`src/rtl/dct8_pipe.sv`:
```
// dct8_pipe: unscaled 8-point fast DCT (AAN flow), 7 stages + output register.
// Ports: clk, reset (sync, active-low), in_valid/in_ready/in_data/in_tag,
//        out_valid/out_ready/out_data/out_tag, busy (any stage holds a beat).
module dct8_pipe #(
    parameter int W     = 22,
    parameter int FRAC  = 8,
    parameter int ROUND = 1,
    parameter int SAT   = 1,
    parameter int TAGW  = 4
) (
    input  logic              clk,
    input  logic              reset,
    input  logic              in_valid,
    output logic              in_ready,
    input  logic [8*W-1:0]    in_data,
    input  logic [TAGW-1:0]   in_tag,
    output logic              out_valid,
    input  logic              out_ready,
    output logic [8*W-1:0]    out_data,
    output logic [TAGW-1:0]   out_tag,
    output logic              busy
);

    localparam int SW = W + 3;
    localparam int CW = FRAC + 3;
    localparam int PW = SW + CW;

    localparam real SC  = $itor(1 << FRAC);
    localparam int  A1I = $rtoi(0.7071067811865476 * SC + 0.5);
    localparam int  A2I = $rtoi(0.5411961001461970 * SC + 0.5);
    localparam int  A4I = $rtoi(1.3065629648763766 * SC + 0.5);
    localparam int  A5I = $rtoi(0.3826834323650898 * SC + 0.5);

    localparam logic signed [CW-1:0] A1 = CW'(A1I);
    localparam logic signed [CW-1:0] A2 = CW'(A2I);
    localparam logic signed [CW-1:0] A4 = CW'(A4I);
    localparam logic signed [CW-1:0] A5 = CW'(A5I);

    localparam longint RCI = (ROUND != 0) ? (64'sd1 <<< (FRAC - 1)) : 64'sd0;

    localparam logic signed [SW-1:0] MAXV = {4'b0000, {(W-1){1'b1}}};
    localparam logic signed [SW-1:0] MINV = {4'b1111, {(W-1){1'b0}}};

    // Fixed-point multiply: widen, add rounding bias, arithmetic shift back.
    function automatic logic signed [SW-1:0] mulc(
        input logic signed [SW-1:0] v,
        input logic signed [CW-1:0] a
    );
        logic signed [PW-1:0] p;
        p = PW'(v) * PW'(a) + PW'(RCI);
        return SW'(p >>> FRAC);
    endfunction

    function automatic logic [W-1:0] clip(input logic signed [SW-1:0] v);
        logic [W-1:0] r;
        r = v[W-1:0];
        if (SAT != 0) begin
            if (v > MAXV)
                r = MAXV[W-1:0];
            else if (v < MINV)
                r = MINV[W-1:0];
        end
        return r;
    endfunction

    logic                 adv;
    logic [7:1]           vld;
    logic [TAGW-1:0]      tg [1:7];

    logic signed [SW-1:0] xe [8];
    logic signed [SW-1:0] a [8];
    logic signed [SW-1:0] b7, b8, b9, b10, b11, b12, b13, b14;
    logic signed [SW-1:0] c7, c11, c12, c13, c14, c15, c16, c17, cd;
    logic signed [SW-1:0] d5, d7, d11, d12, d13, d14, d15, d16, d17;
    logic signed [SW-1:0] e7, e13, e15, e16, e19, e20, e21, e22;
    logic signed [SW-1:0] f15, f16, f19, f20, f21, f22, f23, f24;
    logic signed [SW-1:0] g [8];
    logic [8*W-1:0]       od;

    // All stages move together; a stalled output freezes the whole pipe.
    assign adv      = ~out_valid | out_ready;
    assign in_ready = adv;
    assign busy     = (|vld) | out_valid;

    always_comb begin
        for (int i = 0; i < 8; i++)
            xe[i] = SW'($signed(in_data[i*W +: W]));
    end

    always_comb begin
        od = '0;
        for (int i = 0; i < 8; i++)
            od[i*W +: W] = clip(g[i]);
    end

    always_ff @(posedge clk) begin
        if (!reset) begin
            vld       <= '0;
            out_valid <= 1'b0;
            out_data  <= '0;
            out_tag   <= '0;
        end else if (adv) begin
            vld       <= {vld[6:1], in_valid};
            out_valid <= vld[7];
            if (vld[7]) begin
                out_data <= od;
                out_tag  <= tg[7];
            end
        end
    end

    // Datapath is not reset: contents only matter while the valid bit is set.
    always_ff @(posedge clk) begin
        if (adv) begin
            tg[1] <= in_tag;
            for (int i = 2; i <= 7; i++)
                tg[i] <= tg[i-1];

            a[0] <= xe[0] + xe[7];
            a[1] <= xe[1] + xe[6];
            a[2] <= xe[2] + xe[5];
            a[3] <= xe[3] + xe[4];
            a[4] <= xe[3] - xe[4];
            a[5] <= xe[2] - xe[5];
            a[6] <= xe[1] - xe[6];
            a[7] <= xe[0] - xe[7];

            b8  <= a[0] + a[3];
            b9  <= a[1] + a[2];
            b10 <= a[1] - a[2];
            b11 <= a[0] - a[3];
            b12 <= a[4] + a[5];
            b13 <= a[5] + a[6];
            b14 <= a[6] + a[7];
            b7  <= a[7];

            c15 <= b8 + b9;
            c16 <= b8 - b9;
            c17 <= mulc(b10 + b11, A1);
            c11 <= b11;
            c12 <= mulc(b12, A2);
            c14 <= mulc(b14, A4);
            cd  <= b14 - b12;
            c13 <= b13;
            c7  <= b7;

            d15 <= c15;
            d16 <= c16;
            d17 <= c17;
            d11 <= c11;
            d12 <= c12;
            d14 <= c14;
            d5  <= mulc(cd, A5);
            d13 <= c13;
            d7  <= c7;

            e15 <= d15;
            e16 <= d16;
            e21 <= d17 + d11;
            e22 <= d11 - d17;
            e19 <= d12 - d5;
            e20 <= d14 - d5;
            e13 <= mulc(d13, A1);
            e7  <= d7;

            f15 <= e15;
            f16 <= e16;
            f21 <= e21;
            f22 <= e22;
            f19 <= e19;
            f20 <= e20;
            f23 <= e13 + e7;
            f24 <= e7 - e13;

            // Odd outputs reordered into natural coefficient order here.
            g[0] <= f15;
            g[1] <= f23 + f20;
            g[2] <= f21;
            g[3] <= f24 - f19;
            g[4] <= f16;
            g[5] <= f19 + f24;
            g[6] <= f22;
            g[7] <= f23 - f20;
        end
    end

endmodule

```
`config.mk`:
```
export PLATFORM = sky130hd
export DESIGN_NAME = dct8_pipe
export DESIGN_NICKNAME = d
export VERILOG_FILES = /design/src/rtl/dct8_pipe.sv
export SDC_FILE = /design/constraint.sdc
export NUM_CORES = 2
export LEC_CHECK = 0
export ABC_AREA = 1
export CAP_MARGIN = 10
export CORE_AREA = 2 2 453 455
export CTS_CLUSTER_DIAMETER = 200
export DETAILED_ROUTE_END_ITERATION = 16
export DIE_AREA = 0 0 455 457
export PLACE_DENSITY_LB_ADDON = 0.2
export SKIP_CTS_REPAIR_TIMING = 1
export SYNTH_ARGS = -nofsm -noshare
export SYNTH_HDL_FRONTEND = slang
export SYNTH_SLANG_ARGS = --single-unit
export TNS_END_PERCENT = 50
```
`constraint.sdc`:
```
create_clock -name clk -period 52 [get_ports clk]
set_input_delay 7.8 -clock clk [delete_from_list [all_inputs] [get_ports clk]]
set_output_delay 7.8 -clock clk [all_outputs]
set_load 0.005 [all_outputs]
```
==> flow_summary.yaml <==
yosys:
  synthesis.area_um2: 105000
  count_of_flip_flops_with_a_built_in_enable_after_synthesis: 1436
  yosys_register_bits: 1624
  synth_top_cell_area_share_pct: 41.0
  netlist_instances: 10693
  synthTopCellsByArea: "sky130_fd_sc_hd__edfxtp_1 41%, sky130_fd_sc_hd__ha_1 15%, sky130_fd_sc_hd__inv_1 5.9%, sky130_fd_sc_hd__nand2_1 5.8%, sky130_fd_sc_hd__fa_1 5.7%"
  synth.net_count: 12408
  synth_cell_type_count: 60
  synth.largest_area_cell: "sky130_fd_sc_hd__edfxtp_1"
  mean_instance_size_in_the_synthesized_netlist_um2: 9.84
  ys.flop_type: "sky130_fd_sc_hd__edfxtp_1"
  asyncSetResetFlopFracSynth_pct: 0
  synth-seq-area-share_pct: 44.5
  yosys_warnings: 0
global_routing:
  maximum_number_of_pins_on_one_net_before_global_route_repair: 213
  grt.total_usage_pct: 26.1
  grt_antenna_before_repair: 28
  grt_first_pass_wirelength_um: 417000
  grt_remaining_overflow: 0
  grt_pass1_vias: 71900
job:
  cap_viol_max_count: 0
layout:
  final_cell_mix: "1665 x sky130_fd_sc_hd__inv_1, 1627 x sky130_fd_sc_hd__nand2_1, 1436 x sky130_fd_sc_hd__edfxtp_1"
  layout_commonest_cell: "sky130_fd_sc_hd__inv_1"
  nets: 12720
  layout_cell_share_with_drive_strength_beyond_1_pct: 3.27
  n_fill_cell: 17571
  area_growth_syn_to_layout_pct: 11.4
  finalCoreUtilization_pct: 57.7
outcome:
  outcome: "finished, final reports clean"
floorplan:
  die-height_um: 457
  chipWidth_um: 455
  design.die.area_um2: 208000
  core.rowCount: 166
  io_pins: 367
  core_region_area_um2: 203000
  start_util_pct: 51.8
clock_tree:
  clock_tree_from_tritoncts: "yes"
  cts.sink_count: 1624
  cts.path.max_buffers: 3
  htreeDepth: 4
  worstSkewPairLatency_ps: 830
  inserted_clock_buffers: 166
  clockRootBuffer: "sky130_fd_sc_hd__clkbuf_16"
  path_clk_slew_ps: 60
sta:
  setup_viol_count_final: 0
  final_hold_viol_count: 0
  slew_headroom_pct: 21.4
  fin_setup_tns_ps: 0
  fin_crit_ps: 17800
  final.period_utilization_pct: 34.2
  final.setup_skew_ps: 55.2
  grt_setup_unrepaired: "false"
  timing.fmax_mhz: 56.2
  final-max-slew-violation-count: 0
  max_slew.worst_pin.slew_ps: 1170
setup_path:
  cp-startpoint: "out_ready"
  path_class: "in2out"
  critical_path.endpoint_type: "primary output"
  r2r_cells: 28
  path_max_fanout: 97
  rr_startpoint: "b9[0]$_DFFE_PN_"
  worst_ep_required_time_ps: 44200
  worst_ep_arrival_time_ps: 10000
  cp-start-kind: "input pin"
routing:
  remaining_drc_errors: 0
  totalWireLength_um: 272000
  first_pass_iters: 6
  dr.first_iter.drc_count: 6000
  via_count: 73941
  via_per_inst: 5.34
  route.antenna.remaining_nets: 0
  routedWlPerCell_um: 19.7
placed_design:
  routabilityCongestion: 0.966
  dp_hpwl_um: 226000
  number_of_port_buffers: 366
worst_hold_path:
  hp-start: "c12[3]$_DFFE_PN_"
  hold_path_depth: 0
  hold_class: "reg2reg"
cell type report:
class	instances	area, um2	area share, %
repair buffers	394	3910	3.33
well taps	2688	3360	2.87
flip-flops and latches	1624	46900	40.0
multi-input cells	7143	51100	43.5
inverters	1676	6310	5.38
clock inverters	105	1280	1.09
clock buffers	204	4410	3.76
diodes	14	35.0	0.0299
critical path, stage by stage:
cell	delay, ps
sky130_fd_sc_hd__clkdlybuf4s50_1	410
sky130_fd_sc_hd__nor2_1	680
sky130_fd_sc_hd__inv_8	400
sky130_fd_sc_hd__clkdlybuf4s50_1	680
worst paths after layout:
kind	slack, ps	endpoint
worst max-delay path	34200	in_ready
worst max register to register	45090	c17[18]$_DFFE_PN_
worst min register to register	380	d12[3]$_DFFE_PN_
worst min-delay path	380	d12[3]$_DFFE_PN_
cell usage after synthesis, types with 42 or more instances:
cell,instances
sky130_fd_sc_hd__inv_1,1667
sky130_fd_sc_hd__a21o_1,66
sky130_fd_sc_hd__nor2_1,630
sky130_fd_sc_hd__dfxtp_1,188
sky130_fd_sc_hd__xnor2_1,118
sky130_fd_sc_hd__edfxtp_1,1436
sky130_fd_sc_hd__o211ai_1,64
sky130_fd_sc_hd__o21ai_1,82
sky130_fd_sc_hd__fa_1,301
sky130_fd_sc_hd__a21oi_1,1023
sky130_fd_sc_hd__nor4_1,52
sky130_fd_sc_hd__clkbuf_1,194
sky130_fd_sc_hd__nand2_1,1627
sky130_fd_sc_hd__buf_2,42
sky130_fd_sc_hd__nor3_1,75
sky130_fd_sc_hd__ha_1,1230
sky130_fd_sc_hd__o21ai_0,536
sky130_fd_sc_hd__nand3_1,234
sky130_fd_sc_hd__nand4_1,90
sky130_fd_sc_hd__xor2_1,645
sky130_fd_sc_hd__a31oi_1,46
sky130_fd_sc_hd__a21boi_0,50
sky130_fd_sc_hd__o21bai_1,84
per-layer routing:
metal  up-vias  GRT usage, %  share of wire [%]  wire length (um)
met5         -             0              0.012                32
li1      36611             -                  -                 -
met4         4          9.42                3.8             10400
met2      1949          40.1                 44            120000
met3       391          3.04                4.8             13000
met1     34986          38.0                 47            129000
cells by family (layout without fill, tap and decap cells):
| logic type | count (synthesis) | after routing | share of synthesized area [%] |
|---|---|---|---|
| and+or+nand+nor | 2775 | 2775 | 10.8 |
| AOI/OAI and AO/OA | 2068 | 2068 | 10.9 |
| buffers and inverters | 1926 | 2379 | 6.96 |
| DFF | 1624 | 1624 | 44.5 |
| adders and majority gates | 1531 | 1531 | 20.3 |
| xor gates and xnor gates | 769 | 769 | 6.44 |
| other | 0 | 14 | 0 |
sequential cells by signal (all words and copies together), names as in the netlist, 28 cells and up:
signal and flops:
g 196, out_data 176, a 180, tg 28
per-stage QoR:
stage | setup slack (ps) | hold WS (ps) | instances | cell area, um2
floorplan | 6900 | 400 | 10693 | 105000
global placement | 34200 | 401 | 13519 | 111000
detailed placement | 34150 | 405 | 13520 | 111000
CTS | 34140 | 384 | 13829 | 117000
global route | 34010 | 402 | 13840 | 117000
finish | 34200 | 382 | 13848 | 117000
Power is not shown: default switching activity piles up to over one toggle a cycle in this logic, so the estimate is an artifact.
